**config.mk**
```make
export PLATFORM = sky130hd
export DESIGN_NAME = ir_sweep_ctrl
export DESIGN_NICKNAME = d
export VERILOG_FILES = /design/src/rtl/ir_sweep_ctrl.sv
export SDC_FILE = /design/constraint.sdc
export NUM_CORES = 1
export LEC_CHECK = 0
export ABC_AREA = 1
export BUFFER_PORTS_ARGS = -buffer_cell sky130_fd_sc_hd__buf_2
export CAP_MARGIN = 20
export CORE_ASPECT_RATIO = 0.75
export CORE_UTILIZATION = 58
export CTS_CLUSTER_SIZE = 16
export DETAILED_ROUTE_END_ITERATION = 8
export GPL_TIMING_DRIVEN = 0
export HOLD_SLACK_MARGIN = 0.06
export PLACE_DENSITY = 0.9
export SLEW_MARGIN = 10
export SYNTH_ARGS = -nofsm -noshare
export SYNTH_HDL_FRONTEND = slang
export SYNTH_SLANG_ARGS = --single-unit
```
**constraint.sdc**
```tcl
create_clock -name clk -period 4.1 [get_ports clk]
set_input_delay 0 -clock clk [delete_from_list [all_inputs] [get_ports clk]]
set_output_delay 0 -clock clk [all_outputs]
set_load 0.02 [all_outputs]
```
**src/rtl/ir_sweep_ctrl.sv**
```systemverilog
// ir_sweep_ctrl
// Schedules one A2D sweep of the eight IR line sensors through the shared SPI
// master every PERIOD clocks. For each sweep it:
//   - turns the emitters on and waits SETTLE clocks;
//   - runs a select transaction and then a read transaction for each channel;
//   - latches the 12-bit results;
//   - pulses IR_vld and updates line_present.
//
// Handshake with the SPI master: wrt is a one-cycle request. It is raised
// only when no transaction is outstanding, and cmd is stable from wrt until
// the matching done. done is a one-cycle completion strobe carrying rd_data.
// done is acted on only in WAIT_CH/WAIT_RD.
//
// Ports:
//   clk, rst_n           50MHz clock, asynchronous active-low reset
//   wrt, cmd[15:0]       transaction request and MOSI word to the SPI master
//   done, rd_data[15:0]  transaction complete and MISO word from the SPI master
//   IR_en                IR emitter enable (high for the whole sweep)
//   IR_R0..3, IR_L0..3   latched 12-bit readings
//   IR_vld               one-cycle strobe: all eight readings refreshed
//   line_present         some reading of the latest sweep exceeds LINE_THRESH
module ir_sweep_ctrl #(
    parameter bit          FAST_SIM    = 1'b1,
    parameter logic [11:0] LINE_THRESH = 12'h400
) (
    input  logic        clk,
    input  logic        rst_n,
    output logic        wrt,
    output logic [15:0] cmd,
    input  logic        done,
    input  logic [15:0] rd_data,
    output logic        IR_en,
    output logic [11:0] IR_R0,
    output logic [11:0] IR_R1,
    output logic [11:0] IR_R2,
    output logic [11:0] IR_R3,
    output logic [11:0] IR_L0,
    output logic [11:0] IR_L1,
    output logic [11:0] IR_L2,
    output logic [11:0] IR_L3,
    output logic        IR_vld,
    output logic        line_present
);

    localparam int PERIOD_CLKS = FAST_SIM ? 2048 : 131072;
    localparam int SETTLE_CLKS = FAST_SIM ? 64 : 4096;
    localparam logic [16:0] PERIOD_LAST = 17'(PERIOD_CLKS - 1);
    localparam logic [11:0] SETTLE_LAST = 12'(SETTLE_CLKS - 1);

    typedef enum logic [2:0] {
        IDLE    = 3'd0,
        SETTLE  = 3'd1,
        WAIT_CH = 3'd2,
        WAIT_RD = 3'd3,
        DONE    = 3'd4
    } state_t;

    state_t      state;
    logic [16:0] period_cnt;
    logic [11:0] settle_cnt;
    logic [2:0]  ch;
    logic [11:0] ir_val [8];   // indexed by channel: R0,L0,R1,L1,R2,L2,R3,L3
    logic        wrap;
    logic        over_any;

    // wrap is true on the cycle whose clock edge returns the counter to 0.
    assign wrap = (period_cnt == PERIOD_LAST);

    function automatic logic [15:0] sel_word(input logic [2:0] c);
        return {2'b00, c, 11'h000};
    endfunction

    always_comb begin
        over_any = 1'b0;
        for (int i = 0; i < 8; i++) begin
            if (ir_val[i] > LINE_THRESH) over_any = 1'b1;
        end
    end

    // Free-running period counter; keeps counting during a sweep.
    always_ff @(posedge clk or negedge rst_n) begin
        if (!rst_n) begin
            period_cnt <= '0;
        end else if (wrap) begin
            period_cnt <= '0;
        end else begin
            period_cnt <= period_cnt + 17'd1;
        end
    end

    always_ff @(posedge clk or negedge rst_n) begin
        if (!rst_n) begin
            state        <= IDLE;
            settle_cnt   <= '0;
            ch           <= '0;
            wrt          <= 1'b0;
            cmd          <= '0;
            IR_en        <= 1'b0;
            IR_vld       <= 1'b0;
            line_present <= 1'b0;
            for (int i = 0; i < 8; i++) ir_val[i] <= '0;
        end else begin
            wrt    <= 1'b0;
            IR_vld <= 1'b0;
            case (state)
                IDLE: begin
                    IR_en <= 1'b0;
                    // A wrap seen in any other state is dropped on purpose:
                    // a long sweep simply skips one period.
                    if (wrap) begin
                        IR_en      <= 1'b1;
                        settle_cnt <= '0;
                        state      <= SETTLE;
                    end
                end
                SETTLE: begin
                    if (settle_cnt == SETTLE_LAST) begin
                        cmd   <= sel_word(ch);
                        wrt   <= 1'b1;
                        state <= WAIT_CH;
                    end else begin
                        settle_cnt <= settle_cnt + 12'd1;
                    end
                end
                WAIT_CH: begin
                    // Select done; the read reuses the same cmd word.
                    if (done) begin
                        wrt   <= 1'b1;
                        state <= WAIT_RD;
                    end
                end
                WAIT_RD: begin
                    if (done) begin
                        ir_val[ch] <= rd_data[11:0];
                        if (ch != 3'd7) begin
                            ch    <= ch + 3'd1;
                            cmd   <= sel_word(ch + 3'd1);
                            wrt   <= 1'b1;
                            state <= WAIT_CH;
                        end else begin
                            state <= DONE;
                        end
                    end
                end
                DONE: begin
                    // IR_en, IR_vld and line_present change on the same edge.
                    IR_en        <= 1'b0;
                    IR_vld       <= 1'b1;
                    line_present <= over_any;
                    ch           <= '0;
                    state        <= IDLE;
                end
                default: state <= IDLE;
            endcase
        end
    end

    assign IR_R0 = ir_val[0];
    assign IR_L0 = ir_val[1];
    assign IR_R1 = ir_val[2];
    assign IR_L1 = ir_val[3];
    assign IR_R2 = ir_val[4];
    assign IR_L2 = ir_val[5];
    assign IR_R3 = ir_val[6];
    assign IR_L3 = ir_val[7];

endmodule
```
==> results.md <==
* Slew headroom at 53.13%
* P_int at 3.530 mW
* Reg2reg setup slack at 2.08 ns
* Hold crit path type: in2reg
* Number of nets with antenna violations after routing at 0
* Post-layout util at 74.91%
* Die H at 90.80 µm
* Run status: complete, but fails checks
* Die Outline Area at 10,930 µm²
* Part of the cycle the worst path needs at 49.20%
* Number of core rows at 32
* Register area share after synthesis at 56.63%
* Violations in the final reports: design-rule violations
* Iteration-0 DRC Markers at 498
* CTS tree: built
* Slew at the pin with the worst max-slew slack at 0.7030 ns
* Max Slew Vio Count at 0
* Number of nets in the layout at 862
* Maximum fanout count along the critical path at 10
* Buffer cell driving the clock tree root: sky130_fd_sc_hd__clkbuf_16
* Combined global-route utilization of all metal layers at 32.60%
* Reg-to-Reg Start: settle_cnt[0]$_DFFE_PN0P_
* Total number of clock tree sinks at 138
* Number of iterations in the first detailed-routing pass at 7
* CTS buffer count at 17
* Lkg Pwr at 4.020 nW
* Per-cell via count in the routed design at 5.624
* Routed vias at 5,551
* Time the final worst path needs with I/O delays and setup at 2.017 ns
* Share of cells above drive strength 1 at 24.09%
* Leading cell types in the layout, fill and taps excluded: sky130_fd_sc_hd__dfrtp_1, sky130_fd_sc_hd__nand2_1, sky130_fd_sc_hd__buf_2
* Fraction of registers with async set/reset at 100.0%
* Crit. End Element: flop
* Wire length of the first global-routing pass at 26,790 µm
* Leading cell type in the layout, fill and taps excluded: sky130_fd_sc_hd__dfrtp_1
* Yosys cell types at 33
* Max capacitance violation total at 0
* I/O Buffers at 117
* Aggregate global routing overflow at 0
* Net switching power figure at 2.327 mW
* Total inserted antenna cells at 0
* Signed area change from the synthesized netlist to the final layout at 25.91%
* Startpoint class of the critical path: flop
* Part of the total power dissipated in combinational logic at 33.9%
* # resized after CTS at 0
* Core region area at 10,250 µm²
* Via count of the first global-routing pass at 5,232
* Share of total power in the clock network at 28.7%
* Count of mapped cells out of synthesis at 680
* Starting utilization of the core area at 59.50%
* Worst setup path start: settle_cnt[0]$_DFFE_PN0P_
* Initial antenna violation count at 0
* Maximum number of buffers from clock root to sink at 2
* Highest clock rate at 495.7 MHz
* Share of total power consumed by net switching at 39.73%
* Setup TNS at 0 ns
* H-tree depth at 4
* Number of synthesized flops with an enable pin at 0
* Data required time at the worst endpoint at 4.41 ns
* Synthesized area per cell at 8.968 µm²
* Clock edge transition at the registers on the reported setup and hold paths at 0.06 ns
* Final count of negative-setup-slack endpoints at 0
* Final hold violations at 0
* Pin count of the biggest net entering global routing at 79
* Hold Crit Start: rd_data[2]
* Warnings from Yosys at 0
* Total Routed Length at 16,700 µm
* CP arrival at 2.32 ns
* Skew-Pair Late Insertion Delay at 0.42 ns
* Wire length per cell at 16.92 µm
* Max IR drop VDD at 471.6 µV
* Number of I/O pins at 135
* Post-Synthesis Cell Area at 6098 µm²
* Power density over the cells at 762.8 nW/µm²
* Most common flop cell mapped by yosys: sky130_fd_sc_hd__dfrtp_1
* Worst-case clock skew at 0.005610 ns
* Count of state elements after synthesis at 138
* Half-perimeter wire length after placement at 11,130 µm
* Sequential group share of total power at 37.4%
* Last weighted congestion value of the routability-driven placer at 0.8829
* Critical path class: reg2reg
* Horizontal die dimension at 120.4 µm
* Setup repair after global routing missed its margin: false
* Final routed DRC violation total at 2
flip-flops by register name, indices dropped and copies added, names as in the netlist, 12 cells and up:
name / cells
IR_L0: 12
IR_L1: 12
IR_L2: 12
IR_L3: 12
IR_R0: 12
IR_R1: 12
IR_R2: 12
IR_R3: 12
period_cnt: 17
settle_cnt: 12
cell usage after synthesis (3+ instances only):
cell	instances	area, µm²
sky130_fd_sc_hd__inv_1	53	198.9
sky130_fd_sc_hd__nor3_1	5	25.02
sky130_fd_sc_hd__xor2_1	14	122.6
sky130_fd_sc_hd__buf_4	17	127.6
sky130_fd_sc_hd__nand3_1	33	165.2
sky130_fd_sc_hd__nand2_1	136	510.5
sky130_fd_sc_hd__ha_1	4	50.05
sky130_fd_sc_hd__a21oi_1	18	90.09
sky130_fd_sc_hd__xnor2_1	4	35.03
sky130_fd_sc_hd__inv_2	3	11.26
sky130_fd_sc_hd__buf_2	12	60.06
sky130_fd_sc_hd__a21oi_2	9	78.83
sky130_fd_sc_hd__dfrtp_1	138	3453
sky130_fd_sc_hd__nor2_1	91	341.6
sky130_fd_sc_hd__o21ai_1	43	215.2
sky130_fd_sc_hd__nand4_1	7	43.79
sky130_fd_sc_hd__clkbuf_1	3	11.26
sky130_fd_sc_hd__nand3_2	4	40.04
sky130_fd_sc_hd__o21ai_0	66	330.3
power by group through the flow:
stage          Clock (mW)  Combinational, mW  Sequential [mW]
2_1_floorplan           0              0.816             2.58
3_3_place_gp            0               1.87             2.17
3_5_place_dp            0               1.95             2.18
4_1_cts              1.68               1.98             2.17
5_1_grt              1.75               2.16             2.23
6_report             1.68               1.99             2.19
metrics by stage:
step / power (mW) / area, µm² / std cells / hold WS, ns / setup slack, ns
2_1_floorplan: 3.397 / 6143 / 692 / -0.2956 / 2.500
3_3_place_gp: 4.039 / 6899 / 945 / 0.2216 / 1.214
3_5_place_dp: 4.130 / 6933 / 946 / 0.07846 / 2.154
4_1_cts: 5.835 / 7679 / 987 / 0.06096 / 2.118
5_1_grt: 6.143 / 7679 / 987 / 0.08253 / 1.888
6_report: 5.857 / 7679 / 987 / 0.07930 / 2.083
worst max-delay path: stages (launching register included):
cell	delay, ns
sky130_fd_sc_hd__dfrtp_1	0.44
sky130_fd_sc_hd__ha_1	0.23
sky130_fd_sc_hd__nand2_1	0.09
sky130_fd_sc_hd__nor2_1	0.25
sky130_fd_sc_hd__nand4_1	0.21
sky130_fd_sc_hd__nand2_1	0.17
sky130_fd_sc_hd__buf_2	0.24
sky130_fd_sc_hd__o21ai_0	0.11
sky130_fd_sc_hd__o21bai_1	0.16
final cells by class:
cell class	count	area, µm²
buffer	32	198.9
clock buffer	17	425.4
clock inverter	14	220.2
fill	706	2571
inverter	56	210.2
multi-input combinational	466	2281
sequential	138	3453
tap	136	170.2
timing repair buffer	128	719.4
cell families (layout without fill, tap and decap cells):
family                     after synthesis  after routing  synth area share, %
DFF                                    138            138                56.63
AOI/OAI and AO/OA                      139            139                12.06
adders and majority gates                4              4               0.8207
xor gates and xnor gates                18             18                2.585
other                                    1             13              0.06149
and+or+nand+nor                        292            292                21.13
buffers and inverters                   88            247                6.709
routing by layer:
layer | wire length, µm | global-route usage [%]
met4 | 514 | 14.81
met3 | 1494 | 8.396
met1 | 6838 | 43.86
met5 | 0 | 0
met2 | 7857 | 49.90
timing repair:
action	in CTS	in global routing
hold endpoints to repair	109	0
endpoints found under the setup margin	0	0
setup buffers	0	0
hold buffers	10	0
final timing paths:
path / to / cells past startpoint
setup / recovery: state[0]$_DFFE_PN0P_ / 8
hold / removal: IR_L1[2]$_DFFE_PN0P_ / 3
setup reg to reg: state[0]$_DFFE_PN0P_ / 8
hold reg to reg: period_cnt[0]$_DFF_PN0_ / 1
max in group asynchronous: settle_cnt[4]$_DFFE_PN0P_ / 3
min in group asynchronous: IR_R3[10]$_DFFE_PN0P_ / 2
(Power assumes the default switching activity.)
